## config.mk

```make
export PLATFORM = sky130hd
export DESIGN_NAME = display_scan_ctrl
export DESIGN_NICKNAME = d
export VERILOG_FILES = /design/src/rtl/display_scan_ctrl.sv
export SDC_FILE = /design/constraint.sdc
export NUM_CORES = 1
export LEC_CHECK = 0
export BUFFER_PORTS_ARGS = -buffer_cell sky130_fd_sc_hd__buf_2
export CAP_MARGIN = 20
export CORE_ASPECT_RATIO = 1.75
export CORE_MARGIN = 5
export CORE_UTILIZATION = 54
export CTS_CLUSTER_DIAMETER = 200
export DETAILED_ROUTE_END_ITERATION = 8
export PLACE_DENSITY_LB_ADDON = 0.1
export SLEW_MARGIN = 20
export SYNTH_ARGS = -nofsm -noshare
export SYNTH_HDL_FRONTEND = slang
export SYNTH_SLANG_ARGS = --single-unit
export TNS_END_PERCENT = 100
```

## constraint.sdc

```tcl
create_clock -name clk -period 2.2 [get_ports clk]
set_input_delay 0.11 -clock clk [delete_from_list [all_inputs] [get_ports clk]]
set_output_delay 0.11 -clock clk [all_outputs]
set_load 0.02 [all_outputs]
```

## src/rtl/display_scan_ctrl.sv

```systemverilog
`default_nettype none
// ============================================================================
// Module      : display_scan_ctrl
// Description : Time-multiplexed scan controller for a 4-digit seven-segment
//               display. It cycles the digits through SHOW and optional BLANK
//               phases, and it supports leading-zero blanking. A new value is
//               committed only at a frame boundary, so a frame never mixes
//               old and new digits.
// Ports       : clk        - system clock, rising edge
//               reset      - asynchronous active-high reset
//               en         - scan enable (0 = idle, all digits dark)
//               load       - one-cycle request to accept value
//               value      - four BCD nibbles, [3:0] = rightmost digit
//               lz_blank   - 1 = suppress leading zeros
//               data       - nibble to the shared decoder (4'hF = dark)
//               an         - active-low digit anodes
//               digit      - index of the digit being scanned
//               frame_tick - pulse on wrap from digit 3 to digit 0
//               load_ack   - pulse when a pending value is committed
// Revision    : 1.0 - initial release
// ============================================================================
module display_scan_ctrl #(
    parameter int DIV   = 50000,
    parameter int BLANK = 16
) (
    input  logic        clk,
    input  logic        reset,
    input  logic        en,
    input  logic        load,
    input  logic [15:0] value,
    input  logic        lz_blank,
    output logic [3:0]  data,
    output logic [3:0]  an,
    output logic [1:0]  digit,
    output logic        frame_tick,
    output logic        load_ack
);

    localparam logic [1:0] S_IDLE  = 2'd0;
    localparam logic [1:0] S_SHOW  = 2'd1;
    localparam logic [1:0] S_BLANK = 2'd2;

    localparam int C_MAXC = (DIV > BLANK) ? DIV : BLANK;
    localparam int C_CW   = (C_MAXC > 1) ? $clog2(C_MAXC) : 1;

    localparam logic [C_CW-1:0] C_DIV_LAST   = C_CW'(DIV - 1);
    localparam logic [C_CW-1:0] C_BLANK_LAST = (BLANK > 0) ? C_CW'(BLANK - 1) : '0;

    logic [1:0]      state_q, state_d;
    logic [C_CW-1:0] cnt_q, cnt_d;
    logic [1:0]      digit_q, digit_d;
    logic [15:0]     disp_q, disp_d;
    logic [15:0]     pend_val_q, pend_val_d;
    logic            pend_q, pend_d;
    logic [3:0]      data_q, data_d;
    logic [3:0]      an_q, an_d;
    logic            tick_q, tick_d;
    logic            ack_q, ack_d;

    logic            enter_d0;   // this edge enters SHOW on digit 0
    logic            wrap;       // ...and it comes from digit 3, not from IDLE
    logic            lz_dark;
    logic            lit;

    // Next-state and scan sequencing
    always_comb begin
        state_d  = state_q;
        cnt_d    = cnt_q + C_CW'(1);
        digit_d  = digit_q;
        enter_d0 = 1'b0;
        wrap     = 1'b0;

        if (!en) begin
            state_d = S_IDLE;
            cnt_d   = '0;
            digit_d = 2'd0;
        end else begin
            case (state_q)
                S_IDLE: begin
                    state_d  = S_SHOW;
                    cnt_d    = '0;
                    digit_d  = 2'd0;
                    enter_d0 = 1'b1;
                end
                S_SHOW: begin
                    if (cnt_q == C_DIV_LAST) begin
                        cnt_d = '0;
                        if (BLANK == 0) begin
                            // No anti-ghosting gap: step straight to next digit
                            digit_d = digit_q + 2'd1;
                            if (digit_q == 2'd3) begin
                                enter_d0 = 1'b1;
                                wrap     = 1'b1;
                            end
                        end else begin
                            state_d = S_BLANK;
                        end
                    end
                end
                S_BLANK: begin
                    if (cnt_q == C_BLANK_LAST) begin
                        state_d = S_SHOW;
                        cnt_d   = '0;
                        digit_d = digit_q + 2'd1;
                        if (digit_q == 2'd3) begin
                            enter_d0 = 1'b1;
                            wrap     = 1'b1;
                        end
                    end
                end
                default: begin
                    state_d = S_IDLE;
                    cnt_d   = '0;
                    digit_d = 2'd0;
                end
            endcase
        end
    end

    // Value capture and frame-aligned commit. A load landing on the commit
    // edge bypasses the pending register, so it gets only one acknowledge.
    always_comb begin
        disp_d     = disp_q;
        pend_val_d = pend_val_q;
        pend_d     = pend_q;
        ack_d      = 1'b0;

        if (enter_d0) begin
            if (load) begin
                disp_d = value;
            end else if (pend_q) begin
                disp_d = pend_val_q;
            end
            ack_d  = load | pend_q;
            pend_d = 1'b0;
        end else if (load) begin
            pend_val_d = value;
            pend_d     = 1'b1;
        end
    end

    // Registered outputs derived from the next state. This keeps them aligned
    // with the state register on the same edge.
    always_comb begin
        lz_dark = 1'b0;
        if (lz_blank) begin
            case (digit_d)
                2'd1:    lz_dark = (disp_d[15:4]  == 12'h000);
                2'd2:    lz_dark = (disp_d[15:8]  == 8'h00);
                2'd3:    lz_dark = (disp_d[15:12] == 4'h0);
                default: lz_dark = 1'b0;
            endcase
        end
        lit    = (state_d == S_SHOW) && !lz_dark;
        an_d   = lit ? ~(4'b0001 << digit_d) : 4'hF;
        data_d = lit ? disp_d[{digit_d, 2'b00} +: 4] : 4'hF;
        tick_d = wrap;
    end

    always_ff @(posedge clk or posedge reset) begin
        if (reset) begin
            state_q    <= S_IDLE;
            cnt_q      <= '0;
            digit_q    <= 2'd0;
            disp_q     <= 16'h0000;
            pend_val_q <= 16'h0000;
            pend_q     <= 1'b0;
            data_q     <= 4'hF;
            an_q       <= 4'hF;
            tick_q     <= 1'b0;
            ack_q      <= 1'b0;
        end else begin
            state_q    <= state_d;
            cnt_q      <= cnt_d;
            digit_q    <= digit_d;
            disp_q     <= disp_d;
            pend_val_q <= pend_val_d;
            pend_q     <= pend_d;
            data_q     <= data_d;
            an_q       <= an_d;
            tick_q     <= tick_d;
            ack_q      <= ack_d;
        end
    end

    assign data       = data_q;
    assign an         = an_q;
    assign digit      = digit_q;
    assign frame_tick = tick_q;
    assign load_ack   = ack_q;

endmodule
`default_nettype wire

```

# After elaboration in Yosys (flattened, before gate mapping)
# Cells that the tools add are included.
[op_classes]
n_lt_le_gt_ge = 0
n_shift = 2
muxes = 27
div_mod_pow = 0
addsub = 2
n_reduce_logical = 8
n_eq_ne = 9
bitwise_logic = 3
mul = 0
[ops]
columns = ["operator", "n"]
rows = [
  ["16-bit 2-to-1 mux", 6],
  ["16-bit one-hot mux with 2 select lines", 1],
  ["16-bit by 1-bit adder with 16-bit output (second input constant)", 1],
  ["16-bit equality test (second input constant)", 1],
  ["16-bit by 4-bit equality test with 1-bit output (second input constant)", 1],
  ["16-bit by 5-bit variable part select with 4-bit output", 1],
  ["12-bit zero test", 1],
  ["2-bit 2-to-1 mux", 5],
  ["1-bit 2-to-1 mux", 9],
  ["2-bit equality test (second input constant)", 4],
  ["8-bit zero test", 1],
  ["4-bit 2-to-1 mux", 2],
  ["2-bit by 1-bit equality test with 1-bit output (second input constant)", 3],
  ["2-bit one-hot mux with 3 select lines", 1],
  ["4-bit zero test", 1],
  ["4-bit NOT", 1],
  ["2-bit one-hot mux with 2 select lines", 1],
  ["1-bit by 2-bit << shifter with 4-bit output (first input constant)", 1],
  ["1-bit one-hot mux with 3 select lines", 1],
  ["2-bit by 1-bit adder with 2-bit output (second input constant)", 1],
  ["2-bit zero test", 1],
  ["1-bit one-hot mux with 2 select lines", 1],
  ["2-bit AND reduction", 1],
  ["2-bit nonzero test", 1],
  ["4 further kinds", 4],
]
[totals]
memories = 0
elab_cells = 61
romBits = 0
ramBits = 0
register_bits = 63
latchBits = 0
out_inout_bits = 12
inputBits = 21

# Depth between registers and ports, before layout
# Gate-level depths: netlist of run 1.
[depth]
ltp_word = 12
depth_mapped = 11
mapped_depth_nobuf = 10

# Worst setup path after synthesis of run 1
# Ideal clock, no wire load.
[synth_timing]
path_kind = "register to register"
startpoint = "register cnt_q[0]"
endpoint = "register pend_val_q[0]"
setup_time_ps = 125
setup_slack_ps = -130
stages_incl_launch_ff = 10
required_time_ps = 2075
n_path_buf = 2
arrival_ps = 2205
synth_period_minus_slack_ps = 2330
path_cell_list = "dfrtp_1 ha_1 and3_1 buf_2 nand3_4 nor3_2 nor2_1 nand2_1 buf_4 mux2_2"
[synth_between]
elab_chain_len = 6
[synth_lines]
columns = ["item", "line", "text"]
rows = [
  ["start, declared", "50", "logic [C_CW-1:0] cnt_q, cnt_d;"],
  ["start signal, assigned", "174", "cnt_q <= cnt_d;"],
  ["16-bit by 4-bit equality test with 1-bit output", "101", "if (cnt_q == C_BLANK_LAST) begin"],
  ["1-bit 2-to-1 mux", "101", ""],
  ["1-bit one-hot mux with 2 select lines", "78", "case (state_q)"],
  ["1-bit 2-to-1 mux", "73", "if (!en) begin"],
  ["1-bit NOT (no source line)", "n/a", ""],
  ["2-bit AND reduction (no source line)", "n/a", ""],
  ["end signal, assigned", "177", "pend_val_q <= pend_val_d;"],
  ["end, declared", "53", "logic [15:0] pend_val_q, pend_val_d;"],
]
# No other way between the ends.
# A chain may end at the register's enable or synchronous reset.

# Worst setup path in the final report of run 1
[layout_timing]
startpoint = "register cnt_q[4]"
endpoint = "register data_q[2], in the netlist data[2]"
[layout_between]
word_cells_on_any_way = 26
cone_classes = "eq/ne (6); shift (1); mux (14); reduce/logical (5)"
[layout_rtl]
columns = ["item", "line", "text"]
rows = [
  ["16-bit by 4-bit equality test with 1-bit output *", "101", ""],
  ["2-bit 2-to-1 mux *", "101", ""],
  ["2-bit one-hot mux with 2 select lines *", "78", ""],
  ["2-bit 2-to-1 mux *", "73", ""],
  ["named net digit_d[1]", "51", "logic [1:0] digit_q, digit_d;"],
  ["2-bit equality test or 2-bit by 1-bit equality test with 1-bit output (tied branches)", "147", "case (digit_d)"],
  ["1-bit one-hot mux with 3 select lines", "147", ""],
  ["1-bit 2-to-1 mux", "146", "if (lz_blank) begin"],
  ["1-bit zero test", "154", "lit = (state_d == S_SHOW) && !lz_dark;"],
  ["1-bit logical AND", "154", ""],
  ["4-bit 2-to-1 mux *", "156", "data_d = lit ? disp_d[{digit_d, 2'b00} +: 4] : 4'hF;"],
  ["named net data_d[2]", "55", "logic [3:0] data_q, data_d;"],
  ["end signal, assigned", "179", "data_q <= data_d;"],
  ["end, declared", "55", ""],
]
# Mark *: on every way through the listed nets, which the timed path passes. The rest lies on a longest branch.

==> results of run 1 <==
## layer usage
layer | vias up | GRT usage [%] | share of wire (%) | wire, µm
met5 | - | 0 | 0 | 0
met4 | 0 | 17.82 | 5.9 | 611
met3 | 42 | 3.077 | 2.8 | 288
met2 | 83 | 51.02 | 57 | 5905
met1 | 1597 | 24.67 | 34 | 3559
li1 | 1520 | - | - | -
## cell usage after synthesis, types with 2 or more instances
master and n:
nor3b_1 2, and3_2 2, nand3_1 13, clkbuf_1 10, o21ai_1 3, or3_2 2, ha_1 6, o31ai_1 3
nor2b_1 2, mux2i_1 13, xor2_1 7, mux2_2 19, nor2_1 47, or3_1 2, nor3_1 7, nand2b_1 9
a221o_1 2, dfstp_2 8, inv_1 12, buf_2 4, o22ai_1 20, dfrtp_1 55, o211ai_1 5, and3_1 5
a21oi_1 26, o21ai_0 17, a21o_1 2, xnor2_1 7, nand2_2 2, a211oi_1 2, nand2_1 23
## flip-flops by register name (all words and copies together), names as in the netlist
register,cells
an,4
cnt_q,16
data,4
digit,2
disp_q,16
frame_tick,1
load_ack,1
pend_q,1
pend_val_q,16
state_q,2
## cell families (layout without fill, tap and decap cells)
group	count (synthesis)	in the layout	share of synthesized area [%]
adder cells (fa/ha/maj)	6	6	2.127
multiplexers	32	32	9.748
flip-flops	63	63	44.95
buffers and inverters	30	142	3.651
AND/OR/NAND/NOR	126	126	18.15
XOR/XNOR	14	14	3.474
AO/OA/AOI/OAI	93	93	17.90
## worst min-delay path by stage
stage	startpoint	end
2_1_floorplan	value[0]	pend_val_q[0]$_DFFE_PP0P_
3_3_place_gp	reset	frame_tick$_DFF_PP0_
3_5_place_dp	reset	frame_tick$_DFF_PP0_
4_1_cts	value[8]	pend_val_q[8]$_DFFE_PP0P_
5_1_grt	value[8]	pend_val_q[8]$_DFFE_PP0P_
6_report	value[8]	pend_val_q[8]$_DFFE_PP0P_
## area by class of cell
type | count | share of cell area [%]
multi-input cells | 271 | 41.03
repair buffers | 113 | 17.28
inverters | 13 | 1.052
clock inverters | 3 | 1.804
flip-flops and latches | 63 | 31.76
clock buffers | 13 | 5.010
well taps | 82 | 2.054
## worst max-delay path: stages (launching register included)
cell	delay, ns
dfrtp_1	0.40
nor4_4	0.35
and3_2	0.27
nand2_1	0.12
a221o_1	0.40
buf_6	0.15
clkinvlp_4	0.07
mux2_2	0.32
nor2_1	0.10
o21ai_1	0.08
## power by group through the flow
stage / Clock, W / Sequential, W / Combinational [W]
6_report: 0.00163 / 0.00139 / 0.000810
3_3_place_gp: 0 / 0.00140 / 0.000671
3_5_place_dp: 0 / 0.00140 / 0.000691
2_1_floorplan: 0 / 0.00139 / 0.000428
5_1_grt: 0.00170 / 0.00141 / 0.000878
4_1_cts: 0.00165 / 0.00138 / 0.000737
## metrics by stage
stage	util [%]	hold WS [ns]	cells	setup TNS, ns
CTS	74.32	0.01836	553	-1.203
global route	77.54	0.02222	558	-3.128
finish	77.54	0.02095	558	-0.7541
global placement	66.71	0.1937	530	-1.870
detailed placement	66.71	0.1986	530	-3.070
floorplan	-	0.2604	364	-0.01831
## placed cells by master (no fill, tap or decap), types with 3 or more instances in the layout
master / instances
dfrtp_1: 55
o21ai_0: 16
nand3_4: 3
nand3_1: 10
o211ai_1: 5
buf_6: 6
inv_2: 4
dfstp_2: 8
o31ai_1: 3
mux2i_1: 13
clkbuf_1: 3
clkbuf_16: 10
a21oi_1: 25
o21ai_1: 3
o22ai_1: 19
nand2_1: 22
ha_1: 3
inv_1: 8
and3_1: 4
xnor2_1: 7
nor2_1: 45
xor2_1: 7
buf_2: 32
nand2b_1: 9
bufinv_16: 3
nor3_1: 6
mux2_4: 18
buf_12: 3
buf_4: 68
## repair_timing
item | in CTS | in global routing
endpoints found under the setup margin | 24 | 24
gates resized for setup | 19 | 41
gates cloned | 0 | 1
hold buffers | 1 | 0
setup buffers | 6 | 4
endpoints found under the hold margin | 55 | 0
pin swaps | 9 | 11
==> impl_metrics.csv, run 1 <==
group,metric,value,unit
min_path,worstHoldPathCells,2,
cells_and_area,syn_to_final_growth,41.51,%
synth,syn_area,3530,µm²
cts,cts_buffers,9,
cts,h-tree-depth,3,
synth,yosys-top-cells-area,"dfrtp_1 39%, mux2_2 6.1%, dfstp_2 6.0%",
global_route,first_global_vias,3444,
pwr,power.density,767.8,nW/µm²
floorplanning,die_h,117.0,µm
status,outcome,"complete, but fails checks",
synth,synth_nets,391,
critical_path,critPathCaptureType,"register",
timing,setup_slack,-0.1354,ns
synth,synth_edf_count,0,
synth,synth_cell_types,58,
global_route,grt_max_degree,64,
synth,ys_seq_elements,63,
critical_path,cp_max_fo,3,
cells_and_area,fillers,450,
timing,slew_headroom,76.41,%
cells_and_area,multi_input_area,2049,µm²
cts,cts.clk_slew.worst_paths,0.06,ns
timing,hold_viol,0,
critical_path,timing.rr.end,"data[2]$_DFF_PP1_",
floorplanning,die_w,71.12,µm
placement,io_buffers,32,
pwr,pwr-share-clk,42.6,%
cts,cts.sinks,63,
pwr,power.share.combinational,21.1,%
critical_path,worstRegToRegCells,9,
synth,synth_top_cell_by_area,"dfrtp_1",
detailed_routing,drcViolationCount,0,
critical_path,endpoint,"data[2]$_DFF_PP1_",
detailed_routing,ant_nets,0,
timing,maxSlewViolCount,0,
critical_path,critPathArrivalTime,2.59,ns
critical_path,critical_path.startpoint,"cnt_q[4]$_DFF_PP0_",
detailed_routing,drtPass1Iterations,4,
detailed_routing,drtIter0Drc,250,
timing,setup_viol_count_final,8,
placement,place_area,4297,µm²
placement,dpl.hpwl,7.334,mm
critical_path,critical_path_class,"register to register",
cells_and_area,drive_gt1_share,40.76,%
status,failed_checks,"negative setup slack",
floorplanning,rows,39,
cts,clk-insertion-delay-late,0.34,ns
floorplanning,io_pins,33,
timing,period_share,106.2,%
detailed_routing,wl,10.37,mm
timing,max_freq,0.4282,GHz
timing,rsz0062_at_grt,"yes",
synth,yosysSeqAreaShare,44.95,%
placement,dp_slack,-0.2556,ns
global_route,antenna_found_initial,0,
run,maxCapViolCount,0,
synth,synth.avg_cell_area,9.697,µm²
critical_path,cp.required,2.45,ns
synth,netlist_instances,364,
cts,root_buffer,"clkbuf_16",
synth,synth_warnings,0,
detailed_routing,wl_per_cell,18.58,µm
placement,gp_congestion,0.8598,
timing,skew,0.007435,ns
critical_path,worstSetupStartpointType,"register",
global_route,grt_pass1_wl,16.48,mm
global_route,grtUsageTotal,26.07,%
synth,yosysTopAreaCellShare,38.99,%
synth,async_flop_share,100.0,%
detailed_routing,vias,3242,
pwr,vdd_drop_max,0.0006209,V
critical_path,reg2reg_from,"cnt_q[4]$_DFF_PP0_",
pwr,p_switching,0.001003,W
cells_and_area,diodes,0,
pwr,p_sw_share,26.16,%
synth,ys.flop_type,"dfrtp_1",
global_route,grt-ovfl-total,0,
floorplanning,initial_core_util,54.80,%
pwr,total_power,0.003835,W
cells_and_area,stdcell_area,4995,µm²
cts,cts.path.max_buffers,2,
pwr,seqPwrFrac,36.3,%
timing,period_needed,2.335,ns
pwr,leakagePower,2.271,nW
cells_and_area,nets,498,
cells_and_area,ff_latch_area,1587,µm²
min_path,hp-class,"primary input to register",
critical_path,r2r_setup_slack,-0.14,ns
floorplanning,dieArea,8317,µm²
cts,cts_tree,"built",
detailed_routing,via_per_inst,5.810,
timing,worst_slew_pin_slew,0.3502,ns
floorplanning,core_area,6441,µm²
pwr,p_int,0.002832,W
(Power assumes the default switching activity.)
==> inputs of run 2 (changes only) <==
- SKIP_LAST_GASP: default -> 1
==> impl_metrics.csv, run 2 (synthesis gave the netlist of run 1 again) <==
group,metric,value,unit
floorplanning,die_h,117.0,µm
timing,setup_viol_count_final,8,
global_route,first_global_vias,3444,
detailed_routing,ant_nets,0,
critical_path,cp_max_fo,5,
global_route,grt_pass1_wl,16.48,mm
detailed_routing,drcViolationCount,0,
placement,gp_congestion,0.8598,
critical_path,reg2reg_from,"cnt_q[15]$_DFF_PP0_",
cells_and_area,top_regs,"cnt_q x16, disp_q x16, pend_val_q x16",
timing,period_share,106.0,%
cts,cts_tree,"built",
cells_and_area,stdcell_area,4989,µm²
timing,period_needed,2.332,ns
run,maxCapViolCount,0,
floorplanning,rows,39,
placement,io_buffers,32,
cells_and_area,fillers,451,
critical_path,cp.required,2.45,ns
min_path,holdCritStartpoint,"value[8]",
critical_path,worstRegToRegCells,9,
detailed_routing,drtPass1Iterations,4,
status,outcome,"complete, but fails checks",
timing,skew,0.007427,ns
global_route,grt_max_degree,64,
floorplanning,initial_core_util,54.80,%
timing,worst_slew_pin_slew,0.3506,ns
timing,max_freq,0.4288,GHz
cts,h-tree-depth,3,
floorplanning,io_pins,33,
cts,clk-insertion-delay-late,0.34,ns
critical_path,critical_path.startpoint,"cnt_q[15]$_DFF_PP0_",
critical_path,timing.rr.end,"data[0]$_DFF_PP1_",
global_route,antenna_found_initial,0,
detailed_routing,wl,10.27,mm
cts,root_buffer,"clkbuf_16",
pwr,power.density,767.6,nW/µm²
min_path,hold_path_end,"pend_val_q[8]$_DFFE_PP0P_",
timing,maxSlewViolCount,0,
detailed_routing,vias,3229,
critical_path,critical_path_class,"register to register",
detailed_routing,wl_per_cell,18.41,µm
critical_path,critPathCaptureType,"register",
timing,setup_slack,-0.1319,ns
floorplanning,core_area,6441,µm²
pwr,leakagePower,2.269,nW
cells_and_area,final_common_cell,"buf_4",
critical_path,worstSetupStartpointType,"register",
floorplanning,dieArea,8317,µm²
cells_and_area,multi_input_area,2043,µm²
timing,hold_viol,0,
critical_path,critPathArrivalTime,2.58,ns
cells_and_area,ff_latch_area,1587,µm²
placement,dpl.hpwl,7.334,mm
cells_and_area,diodes,0,
cells_and_area,syn_to_final_growth,41.33,%
cells_and_area,nets,498,
detailed_routing,drtIter0Drc,258,
pwr,vdd_drop_max,0.0006206,V
timing,slew_headroom,76.38,%
floorplanning,die_w,71.12,µm
cts,cts.clk_slew.worst_paths,0.06,ns
min_path,worstHoldPathCells,2,
timing,rsz0062_at_grt,"yes",
cts,cts.path.max_buffers,2,
cells_and_area,drive_gt1_share,40.34,%
cts,cts.sinks,63,
placement,dp_slack,-0.2556,ns
min_path,hp-class,"primary input to register",
detailed_routing,via_per_inst,5.787,
global_route,grt-ovfl-total,0,
placement,place_area,4297,µm²
status,failed_checks,"negative setup slack",
cts,cts_buffers,9,
global_route,grtUsageTotal,26.07,%
critical_path,r2r_setup_slack,-0.13,ns
cells_and_area,final_cell_mix,"68 x buf_4, 55 x dfrtp_1, 45 x nor2_1, 32 x buf_2, 25 x a21oi_1",
-- run 2: how the worst max path moves through the flow --
stage | to | cells after the start | slack (ns)
floorplan | data[0]$_DFF_PP1_ | 10 | -0.009
global placement | data[1]$_DFF_PP1_ | 9 | -0.21
detailed placement | data[0]$_DFF_PP1_ | 10 | -0.26
CTS | data[1]$_DFF_PP1_ | 9 | -0.13
global route | data[0]$_DFF_PP1_ | 9 | -0.27
finish | data[0]$_DFF_PP1_ | 9 | -0.13
-- run 2: report_power, final --
group | total [W] | leakage (nW) | switching [W] | internal [W]
Clock | 0.00163 | 0.164 | 0.000496 | 0.00114
Combinational | 0.000806 | 1.33 | 0.000411 | 0.000396
Sequential | 0.00139 | 0.773 | 0.0000931 | 0.00130
-- run 2: layer usage --
layer / vias up / part of all wire [%] / global-route usage [%]
li1: 1522 / - / -
met1: 1571 / 34 / 24.67
met2: 93 / 57 / 51.02
met3: 43 / 3.0 / 3.077
met4: 0 / 6.0 / 17.82
met5: - / 0 / 0
-- run 2: layout make-up --
class,count,share of cell area [%]
multi-input combinational,271,40.96
sequential,63,31.80
clock inverter,3,1.806
timing repair buffer,113,17.31
clock buffer,13,5.016
tap,82,2.057
inverter,13,1.053
-- run 2: what timing repair did --
item / 4_1_cts / 5_1_grt
pin swaps: 9 / 11
buffers inserted: 6 / 4
gates cloned: 0 / 1
endpoints found under the hold margin: 55 / 0
resized for setup: 19 / 38
hold buffers: 1 / 0
endpoints found under the setup margin: 24 / 24
-- run 2: per-stage QoR --
stage / hold slack [ns] / utilization, % / total power [W] / setup TNS [ns] / std cells
final: 0.02472 / 77.45 / 0.003829 / -0.7462 / 558
after global routing: 0.02222 / 77.45 / 0.003981 / -3.151 / 558
after CTS: 0.01836 / 74.32 / 0.003771 / -1.203 / 553
after detailed placement: 0.1986 / 66.71 / 0.002093 / -3.070 / 530
after global placement: 0.1937 / 66.71 / 0.002068 / -1.870 / 530
after floorplan: 0.2604 / - / 0.001820 / -0.01831 / 364
-- run 2: worst max-delay path, cell delays in order (launching register included) --
cell      delay (ns)
dfrtp_1         0.40
nor4_4          0.35
nand2_2         0.15
buf_4           0.16
nor2_1          0.13
a221o_1         0.25
nand3_4         0.13
o41ai_4         0.45
a21oi_4         0.12
o211ai_1        0.11
